<file path="src/rtl/hazard_sequencer.sv">
// Pipeline hazard/stall controller for the 5-stage RV32I core.
// Ports: decoded hazard inputs (RegReadD, Rs1D, Rs2D, RdE, RegWriteE,
//   MemToRegE, BranchE, JalrE, JalD), MUL/DIV handshake (MdReqE, MdDone,
//   MdStart), data-memory handshake (DMemReqM, DMemAck), per-stage
//   Stall*/Flush*, sticky timeout Err, Busy, and StallCnt (StallF cycles).
module hazard_sequencer #(
    parameter int MD_TIMEOUT  = 64,
    parameter int MEM_TIMEOUT = 16,
    parameter int CNT_W       = 32
) (
    input  logic             clk,
    input  logic             rst,
    input  logic [1:0]       RegReadD,
    input  logic [4:0]       Rs1D,
    input  logic [4:0]       Rs2D,
    input  logic [4:0]       RdE,
    input  logic [2:0]       RegWriteE,
    input  logic             MemToRegE,
    input  logic             BranchE,
    input  logic             JalrE,
    input  logic             JalD,
    input  logic             MdReqE,
    input  logic             MdDone,
    input  logic             DMemReqM,
    input  logic             DMemAck,
    output logic             StallF,
    output logic             StallD,
    output logic             StallE,
    output logic             StallM,
    output logic             StallW,
    output logic             FlushD,
    output logic             FlushE,
    output logic             FlushM,
    output logic             FlushW,
    output logic             MdStart,
    output logic             Err,
    output logic             Busy,
    output logic [CNT_W-1:0] StallCnt
);

    localparam int MAXT = (MD_TIMEOUT > MEM_TIMEOUT) ? MD_TIMEOUT : MEM_TIMEOUT;
    localparam int CW   = $clog2(MAXT + 1);

    typedef enum logic [1:0] {
        RUN      = 2'd0,
        MD_WAIT  = 2'd1,
        MEM_WAIT = 2'd2
    } state_t;

    state_t        state, state_nx;
    logic [CW-1:0] cnt, cnt_nx;
    logic          err_set;
    logic          lu;
    logic          decode;
    logic          allow_mem;
    logic          allow_md;

    assign lu = (RegWriteE != 3'd0) && MemToRegE && (RdE != 5'd0) &&
                ((RegReadD[1] && (Rs1D == RdE)) ||
                 (RegReadD[0] && (Rs2D == RdE)));

    assign Busy = (state != RUN);

    always_comb begin
        state_nx  = state;
        cnt_nx    = cnt;
        err_set   = 1'b0;
        decode    = 1'b0;
        allow_mem = 1'b0;
        allow_md  = 1'b0;
        StallF    = 1'b0;
        StallD    = 1'b0;
        StallE    = 1'b0;
        StallM    = 1'b0;
        StallW    = 1'b0;
        FlushD    = 1'b0;
        FlushE    = 1'b0;
        FlushM    = 1'b0;
        FlushW    = 1'b0;
        MdStart   = 1'b0;

        // Work out whether this cycle holds a wait or decodes normally;
        // on release the wait's own trigger rule is masked out.
        case (state)
            MD_WAIT: begin
                if (!MdDone && (cnt < CW'(MD_TIMEOUT))) begin
                    {StallF, StallD, StallE, FlushM} = 4'b1111;
                    cnt_nx = cnt + CW'(1);
                end else begin
                    decode    = 1'b1;
                    allow_mem = 1'b1;
                    err_set   = !MdDone;
                end
            end
            MEM_WAIT: begin
                if (!DMemAck && (cnt < CW'(MEM_TIMEOUT))) begin
                    {StallF, StallD, StallE, StallM, FlushW} = 5'b11111;
                    cnt_nx = cnt + CW'(1);
                end else begin
                    decode   = 1'b1;
                    allow_md = 1'b1;
                    err_set  = !DMemAck;
                end
            end
            default: begin
                decode    = 1'b1;
                allow_mem = 1'b1;
                allow_md  = 1'b1;
            end
        endcase

        if (decode) begin
            state_nx = RUN;
            cnt_nx   = '0;
            if (allow_mem && DMemReqM && !DMemAck) begin
                {StallF, StallD, StallE, StallM, FlushW} = 5'b11111;
                state_nx = MEM_WAIT;
                cnt_nx   = CW'(1);
            end else if (allow_md && MdReqE) begin
                {MdStart, StallF, StallD, StallE, FlushM} = 5'b11111;
                state_nx = MD_WAIT;
                cnt_nx   = CW'(1);
            end else if (BranchE || JalrE) begin
                {FlushD, FlushE} = 2'b11;
            end else if (lu) begin
                {StallF, StallD, FlushE} = 3'b111;
            end else if (JalD) begin
                FlushD = 1'b1;
            end
        end

        // Reset is asynchronous, so its output image must be as well.
        if (rst) begin
            {StallF, StallD, StallE, StallM, StallW} = 5'b00000;
            {FlushD, FlushE, FlushM, FlushW}         = 4'b1111;
            MdStart = 1'b0;
        end
    end

    always_ff @(posedge clk or posedge rst) begin
        if (rst) begin
            state    <= RUN;
            cnt      <= '0;
            Err      <= 1'b0;
            StallCnt <= '0;
        end else begin
            state <= state_nx;
            cnt   <= cnt_nx;
            Err   <= Err | err_set;
            if (StallF) begin
                StallCnt <= StallCnt + CNT_W'(1);
            end
        end
    end

endmodule
</file>
<file path="config.mk">
export PLATFORM = sky130hd
export DESIGN_NAME = hazard_sequencer
export DESIGN_NICKNAME = d
export VERILOG_FILES = /design/src/rtl/hazard_sequencer.sv
export SDC_FILE = /design/constraint.sdc
export NUM_CORES = 1
export LEC_CHECK = 0
export BUFFER_PORTS_ARGS = -buffer_cell sky130_fd_sc_hd__buf_2
export CAP_MARGIN = 0
export CORE_UTILIZATION = 48
export CTS_CLUSTER_SIZE = 40
export DETAILED_ROUTE_END_ITERATION = 10
export GPL_ROUTABILITY_DRIVEN = 0
export PLACE_DENSITY_LB_ADDON = 0.12
export SETUP_SLACK_MARGIN = 0.15
export SLEW_MARGIN = 20
export SYNTH_ARGS = -nofsm -noshare
export SYNTH_HDL_FRONTEND = slang
export SYNTH_SLANG_ARGS = --single-unit
</file>
<file path="constraint.sdc">
create_clock -name clk -period 6.15 [get_ports clk]
set_input_delay 0.615 -clock clk [delete_from_list [all_inputs] [get_ports clk]]
set_output_delay 0.615 -clock clk [all_outputs]
set_load 0.05 [all_outputs]
</file>
==> summary.txt, run 1 <==
Outcome
  • Outcome: finished, final reports clean

Worst setup path
  • Critical path arrival: 3.13 ns
  • Worst path top cell family by delay: simple AND/OR/NAND/NOR gates
  • Required time of the critical path: 5.53 ns
  • Critical Path End Type: primary output
  • CP peak stage delay: 0.83 ns
  • Bufs and invs on worst path: 2
  • End of the worst register-to-register path: StallCnt[16]
  • CP Cell Sequence: inv_1, ha_1, nor3b_1, nor2_1, nand4_1, nand2_1, buf_2
  • R2r setup slk: 3.12 ns
  • Worst Reg-to-Reg Cells: 7
  • Kind of critical path: flop to primary output
  • Reg2reg start: state[0]
  • Worst path slowest cell: nor2_1
  • CP startpoint kind: flop
  • WP depth: 7
  • Worst-path fanout max: 15

Logic synthesis
  • Largest cells by area after synthesis: dfrtp_1 (42%), xnor2_1 (9.0%), xor2_1 (6.6%)
  • Synth Register Bits: 42
  • Commonest cells in the netlist: dfrtp_1 (42), xnor2_1 (26), nor2_1 (24)
  • Dominant synthesized flop cell: dfrtp_1
  • Most frequent cell after synthesis: dfrtp_1
  • Mapped Nets: 300
  • Synth cell types: 52
  • Sequential share of the synthesized area: 41.6%
  • Syn Std Cell Area: 2520 um2
  • Post-Syn Instances: 265
  • Post-synth top area share: 41.6%
  • Largest area contributor in the netlist: dfrtp_1
  • Post-synth EDFFs: 0
  • Total number of yosys warnings: 0
  • Mean Syn Cell Area: 9.53 um2
  • Asr flop ratio synth: 100%

Cells and area
  • Diodes inserted: 0
  • Final cell count without fillers: 407
  • Share of cells above drive strength 1: 27.6%
  • Final net count: 371
  • Finished layout cell area: 3010 um2
  • Area growth from synthesis to layout: 19.2%

Global routing
  • Global-route wire length before repair: 9340 um
  • Largest net degree at the start of global routing: 37
  • Total grt overflow: 0
  • GRT Total Usage: 22.3%
  • Number of global-route vias before repair: 2002
  • Antenna violations before repair: 0

Timing
  • Tmin final: 3.74 ns
  • RSZ-0062 raised after global routing: no
  • # setup viols final: 0
  • Count of pins over their slew limit: 0
  • Setup ws final: 2.41 ns
  • Fin crit share: 60.9%
  • Hold Fails Final Rpt: 0
  • Rel. slew slack: 28.9%
  • Sum Neg Setup Slack: 0 ns
  • Setup Skew: 0.0137 ns
  • Fmax: 0.267 GHz
  • Worst-Margin Slew: 1.06 ns
  • Hold WS: 0.271 ns

Power and ir drop
  • Maximum VDD drop: 0.224 mV
  • Cell Pwr Density: 350 nW/um2
  • P_leak: 1.46 nW

Placement
  • Placed cells: 399
  • Placed cell areas: 2920 um2
  • DPL Wire Length: 4180 um
  • Place WS: 2.71 ns
  • PortBufs: 72

CTS
  • Clock Sinks: 42
  • CTS Root Cell: clkbuf_8
  • CTS tree: built
  • H-tree depth: 2
  • CTS clock-pin slew for the worst setup and hold paths: 0.09 ns
  • CTS max path bufs: 2
  • Postcts setup bufs: 0
  • Cts hold-fix bufs: 0
  • Worst-Skew Late Latency: 0.30 ns
  • Number of buffers created by CTS: 5
  • Post-CTS sizing: 0

Floorplanning
  • Row count: 26
  • Core area: 5070 um2
  • Num ports: 74
  • Die footprint: 5550 um2
  • Starting Density: 49.8%
  • DIE HEIGHT: 74.5 um
  • Chip Width: 74.5 um

Route
  • WL final: 5580 um
  • Total iterations of the first detailed-routing run: 4
  • DRT antenna net count: 0
  • Vias: 2157
  • Residual DRC count: 0
  • Routed len/inst: 13.7 um
  • First DRT Iteration DRCs: 106
  • Via-to-Cell Ratio: 5.30

Min path
  • Hold WC Path Type: input pin to async pin

Job
  • Max-Cap Viols: 0
## through the flow
stage	util (%)	power (mW)
finish	59.3	1.05
global route	59.3	1.12
CTS	59.3	1.06
detailed placement	57.5	0.880
global placement	57.5	0.872
floorplan	-	0.779
## report_power, final
part	internal (mW)	switching, mW	total [mW]
Combinational	0.150	0.381	0.531
Sequential	0.309	0.0344	0.343
Clock	0.0798	0.101	0.181
Total	0.538	0.516	1.05
## cell families after synthesis
family | synth area share (%)
adders and majority gates | 2.48
other | 0.149
AOI/OAI and AO/OA | 11.2
buffers and inverters | 4.31
xor gates and xnor gates | 15.6
muxes | 0.446
and+or+nand+nor | 24.2
DFF | 41.6
## sequential cells by signal, summed over array words and instances, names as in the netlist
signal    count
StallCnt     32
cnt           7
state         2
Err           1
## how the worst max path moves through the flow
stage | from | end | slack (ns)
after CTS | state[0] | StallF | 2.39
after global placement | state[0] | StallF | 2.80
final | state[0] | StallF | 2.41
after floorplan | state[0] | FlushD | 2.90
after detailed placement | state[0] | StallF | 2.71
after global routing | state[0] | StallF | 2.16
## final cells by class
| type | count | area (um2) |
|---|---|---|
| repair buffers | 73 | 368 |
| fillers | 471 | 2060 |
| multi-input cells | 201 | 1370 |
| well taps | 70 | 87.6 |
| clock buffers | 5 | 68.8 |
| inverters | 13 | 48.8 |
| clock inverters | 3 | 21.3 |
| flip-flops and latches | 42 | 1050 |
## cell usage in the layout, fill, tap and decap left out, types with 4 or more instances in the layout
cell      count
a21oi_1       4
and3_1        4
o21ai_0       5
nand3_1      21
dfrtp_1      42
nor3_1       11
clkbuf_8      5
buf_2        72
xor2_1       19
nor4_1        5
inv_1        12
nand4_1      13
xnor2_1      26
nor2_1       24
nand2_1      20
ha_1          5
## metal layers
metal / vias up / wire (um) / track usage, %
met1: 1008 / 2530 / 29.2
met4: 0 / 66 / 6.92
li1: 1078 / - / -
met5: - / 0 / 0
met2: 64 / 2730 / 37.4
met3: 7 / 247 / 4.07
## worst register-to-register path, stage by stage, from the launching register on
cell and delay, ns:
dfrtp_1 0.36, inv_1 0.08, ha_1 0.43, nor3b_1 0.24, nor2_1 0.83, nand4_1 0.35, a2111oi_2 0.52, xor2_1 0.17
No activity file was read; power rests on OpenSTA's default activity.
==> run 2, diff against run 1 <==
Clock period 6.15 ns to 3.74 ns, I/O delays scaled along.
==> summary.txt, run 2 (synthesized netlist as in run 1, its figures left out) <==
Route
  • Met3 routed WL: 208 um
  • Vias: 2121
  • DRT antenna net count: 0
  • Met1 WL: 2520 um
  • WL final: 5560 um
  • Routed len/inst: 13.7 um
  • Residual DRC count: 0
  • First DRT Iteration DRCs: 75
  • WL met2: 2780 um
  • Top routing layer in use: met4
  • Via-to-Cell Ratio: 5.21
  • Total iterations of the first detailed-routing run: 4

Timing
  • Tmin final: 3.16 ns
  • Rel. slew slack: 47.6%
  • Setup Skew: 0.00932 ns
  • Fin crit share: 84.4%
  • RSZ-0062 raised after global routing: no
  • Count of pins over their slew limit: 0
  • # setup viols final: 0
  • Worst-Margin Slew: 0.781 ns
  • Hold Fails Final Rpt: 0
  • Hold WS: 0.186 ns
  • Sum Neg Setup Slack: 0 ns
  • Fmax: 0.317 GHz

Cells and area
  • Core Util, Final: 59.8%
  • Reg with most FFs: StallCnt
  • Diodes inserted: 0
  • Finished layout cell area: 3030 um2
  • Commonest non-fill, non-tap cells in the layout: buf_2 (72), dfrtp_1 (42), xnor2_1 (26)
  • Area growth from synthesis to layout: 20.1%
  • Largest registers: StallCnt (32), cnt (7), state (2)
  • Share of cells above drive strength 1: 27.6%
  • Max reg flops: 32
  • Final net count: 371
  • Commonest non-fill, non-tap cell in the layout: buf_2

Placement
  • Placed cell areas: 2920 um2
  • DPL Wire Length: 4240 um
  • PortBufs: 72

Worst setup path
  • R2r setup slk: 1.02 ns
  • Required time of the critical path: 3.37 ns
  • Critical Path End Type: primary output
  • Reg2reg start: state[0]
  • End of the worst register-to-register path: StallCnt[28]
  • Worst-path fanout max: 15
  • Worst Reg-to-Reg Cells: 8
  • Kind of critical path: flop to primary output
  • Critical path arrival: 2.78 ns
  • CP startpoint kind: flop

CTS
  • Clock Sinks: 42
  • CTS tree: built
  • Postcts setup bufs: 0
  • Post-CTS sizing: 0
  • Worst-Skew Late Latency: 0.30 ns
  • CTS Root Cell: clkbuf_8
  • H-tree depth: 2
  • Cts hold-fix bufs: 0
  • CTS max path bufs: 2
  • Number of buffers created by CTS: 5
  • CTS clock-pin slew for the worst setup and hold paths: 0.08 ns

Outcome
  • Outcome: finished, final reports clean

Floorplanning
  • DIE HEIGHT: 74.5 um
  • Core area: 5070 um2
  • Row count: 26
  • Num ports: 74
  • Starting Density: 49.8%
  • Die footprint: 5550 um2
  • Chip Width: 74.5 um

Global routing
  • Number of global-route vias before repair: 2039
  • Total grt overflow: 0
  • Antenna violations before repair: 0
  • Largest net degree at the start of global routing: 25
  • Global-route wire length before repair: 9380 um
  • GRT Total Usage: 22.1%

Power and ir drop
  • Final Power: 1.79 mW
  • Cell Pwr Density: 590 nW/um2
  • Maximum VDD drop: 0.477 mV
  • P_leak: 1.47 nW

Job
  • Max-Cap Viols: 0

Min path
  • Hold WC Path Type: input pin to async pin
[run 2: changes by cell type in the layout (fill, tap and decap cells not counted), sizes merged]
cell    delta
clkinv     -2
bufinv     +1
clkbuf     +1
[run 2: stage by stage]
| step | cells | setup slack (ns) |
|---|---|---|
| 5_1_grt | 407 | 0.353 |
| 4_1_cts | 407 | 0.240 |
| 3_5_place_dp | 399 | 0.547 |
| 6_report | 407 | 0.585 |
| 3_3_place_gp | 399 | 0.657 |
| 2_1_floorplan | 265 | 0.728 |
[run 2: worst max-delay path by stage]
stage | cells after the start | slack, ns | to | startpoint
after floorplan | 7 | 0.73 | FlushD | state[0]
after global placement | 7 | 0.66 | StallF | state[0]
after detailed placement | 7 | 0.55 | StallD | state[0]
after CTS | 7 | 0.24 | StallD | state[0]
after global routing | 7 | 0.35 | StallD | state[0]
final | 7 | 0.58 | StallD | state[0]
[run 2: worst max-delay path, stage by stage (launching register included)]
cell,delay [ns]
dfrtp_1,0.36
inv_1,0.07
ha_1,0.43
nor3b_1,0.25
nor2_2,0.53
nand4_1,0.32
nand2_1,0.23
buf_2,0.29
[run 2: layer usage]
layer	track usage, %	up-vias
met5	0	-
met4	5.03	0
met3	4.20	5
met2	37.8	38
met1	29.0	1005
li1	-	1073
[run 2: power by group]
| part | switching (mW) | internal, mW | total (mW) |
|---|---|---|---|
| clock | 0.154 | 0.199 | 0.354 |
| sequential | 0.0543 | 0.508 | 0.562 |
| combinational | 0.627 | 0.247 | 0.874 |
[run 2: final cells by class]
class | count | area [um2]
fillers | 481 | 2040
multi-input cells | 201 | 1370
flip-flops and latches | 42 | 1050
repair buffers | 73 | 368
well taps | 70 | 87.6
clock buffers | 6 | 72.6
inverters | 13 | 48.8
clock inverters | 2 | 37.5
==> run 3, diff against run 2 <==
Clock period 3.74 ns to 3.2 ns, I/O delays scaled along.
==> summary.txt, run 3 (synthesized netlist as in run 1, its figures left out) <==
Outcome
  • Outcome: finished, final reports clean

Global routing
  • Number of global-route vias before repair: 2002
  • Largest net degree at the start of global routing: 37
  • Total grt overflow: 0
  • Antenna violations before repair: 0
  • GRT Total Usage: 21.8%
  • Global-route wire length before repair: 9210 um

Worst setup path
  • Bufs and invs on worst path: 2
  • Reg2reg start: state[0]
  • Critical path arrival: 2.56 ns
  • Worst path top cell family by delay: simple AND/OR/NAND/NOR gates
  • CP endpoint: StallF
  • CP startpoint kind: flop
  • Worst Setup SP: state[1]
  • Critical Path End Type: primary output
  • Worst path slowest cell: ha_2
  • Worst Reg-to-Reg Cells: 8
  • End of the worst register-to-register path: StallCnt[29]
  • Required time of the critical path: 2.88 ns
  • Kind of critical path: flop to primary output
  • CP Cell Sequence: inv_1, ha_2, or3b_1, a211oi_2, or3_4, o21ai_4, nand2_1, buf_2
  • Worst-path fanout max: 11
  • CP peak stage delay: 0.43 ns
  • WP depth: 8
  • R2r setup slk: 0.58 ns

CTS
  • Number of buffers created by CTS: 5
  • CTS max path bufs: 2
  • CTS clock-pin slew for the worst setup and hold paths: 0.08 ns
  • CTS tree: built
  • Clock Sinks: 42
  • H-tree depth: 2
  • Postcts setup bufs: 0
  • Worst-Skew Late Latency: 0.30 ns
  • CTS Root Cell: clkbuf_8

Floorplanning
  • Starting Density: 49.8%
  • DIE HEIGHT: 74.5 um
  • Core area: 5070 um2
  • Chip Width: 74.5 um
  • Die footprint: 5550 um2
  • Row count: 26
  • Num ports: 74

Timing
  • Tmin final: 2.88 ns
  • Rel. slew slack: 61.4%
  • RSZ-0062 raised after global routing: no
  • Fin crit share: 89.9%
  • Sum Neg Setup Slack: 0 ns
  • # setup viols final: 0
  • Count of pins over their slew limit: 0
  • Hold Fails Final Rpt: 0
  • Setup Skew: 0.0117 ns
  • Worst-Margin Slew: 0.577 ns
  • Fmax: 0.348 GHz

Placement
  • Placed cells: 401
  • DPL Wire Length: 4250 um
  • PortBufs: 72

Route
  • Routed len/inst: 13.9 um
  • Total iterations of the first detailed-routing run: 4
  • WL met2: 2790 um
  • WL final: 5680 um
  • Via-to-Cell Ratio: 5.28
  • Top routing layer in use: met4
  • Residual DRC count: 0
  • Vias: 2166
  • First DRT Iteration DRCs: 85
  • Met3 routed WL: 236 um
  • DRT antenna net count: 0
  • Met1 WL: 2590 um

Cells and area
  • Commonest non-fill, non-tap cells in the layout: buf_2 (72), dfrtp_1 (42), xnor2_1 (26)
  • Final cell count without fillers: 410
  • Area growth from synthesis to layout: 22.2%
  • Share of cells above drive strength 1: 28.2%
  • Reg with most FFs: StallCnt
  • Largest registers: StallCnt (32), cnt (7), state (2)
  • Final net count: 374
  • Max reg flops: 32
  • Diodes inserted: 0
  • Commonest non-fill, non-tap cell in the layout: buf_2

Power and ir drop
  • Final Power: 2.21 mW
  • P_leak: 1.50 nW
  • Cell Pwr Density: 717 nW/um2
  • Maximum VDD drop: 0.572 mV

Min path
  • Hold WC Path Type: input pin to flop

Job
  • Max-Cap Viols: 0
[run 3: cell count changes in the layout (fill, tap and decap cells not counted)]
cell,previous run,this run
dlygate4sd3_1,0,1
nor2_2,1,0
nor2_1,23,24
buf_4,1,3
bufinv_16,1,2
clkbuf_1,1,0
clkinv_4,0,1
ha_2,0,1
clkinvlp_4,1,0
ha_1,5,4
[run 3: worst min path at each step]
stage                       from       end  slack [ns]  depth (start not counted)
final                     MdReqE  state[0]        0.39                          3
after global routing      MdReqE  state[0]        0.43                          3
after CTS                 MdReqE  state[0]        0.38                          3
after detailed placement     rst  state[0]        0.30                          2
after global placement       rst  state[0]        0.30                          2
after floorplan           MdReqE  state[0]        0.51                          2
[run 3: area by class of cell]
type | count | area, um2
Clock buffer | 5 | 68.8
Multi-Input combinational cell | 201 | 1370
Inverter | 13 | 48.8
Tap cell | 70 | 87.6
Timing Repair Buffer | 76 | 393
Sequential cell | 42 | 1050
Fill cell | 478 | 1990
Clock inverter | 3 | 68.8
[run 3: repair_timing]
action,in CTS,in global routing
setup endpoints to repair,0,2
hold buffers,1,0
endpoints found under the hold margin,6,0
resized for setup,0,1
[run 3: worst register-to-register path, stage by stage, from the launching register on]
cell       delay, ns
dfrtp_1         0.38
inv_1           0.10
ha_1            0.38
or4b_1          0.50
a21oi_2         0.31
nor4_1          0.11
a2bb2oi_2       0.25
nor4_1          0.31
xor2_1          0.19
[run 3: routing by layer]
metal | track usage [%] | vias up
li1 | - | 1080
met1 | 28.3 | 1020
met2 | 36.9 | 59
met3 | 4.20 | 7
met4 | 6.71 | 0
met5 | 0 | -
[run 3: report_power, final]
part | switching (mW) | internal (mW) | total, mW
Clock | 0.189 | 0.313 | 0.502
Combinational | 0.742 | 0.310 | 1.05
Sequential | 0.0644 | 0.593 | 0.657
Total | 0.996 | 1.22 | 2.21
[run 3: metrics by stage]
step / cell area (um2) / hold WS [ns] / worst slack (ns) / util, %
after global placement: 2940 / 0.304 / 0.651 / 57.8
final: 3090 / 0.387 / 0.323 / 60.8
after CTS: 3080 / 0.378 / 0.267 / 60.7
after global routing: 3090 / 0.431 / 0.171 / 60.8
after detailed placement: 2940 / 0.302 / 0.584 / 57.8
after floorplan: 2520 / 0.509 / 0.242 / -
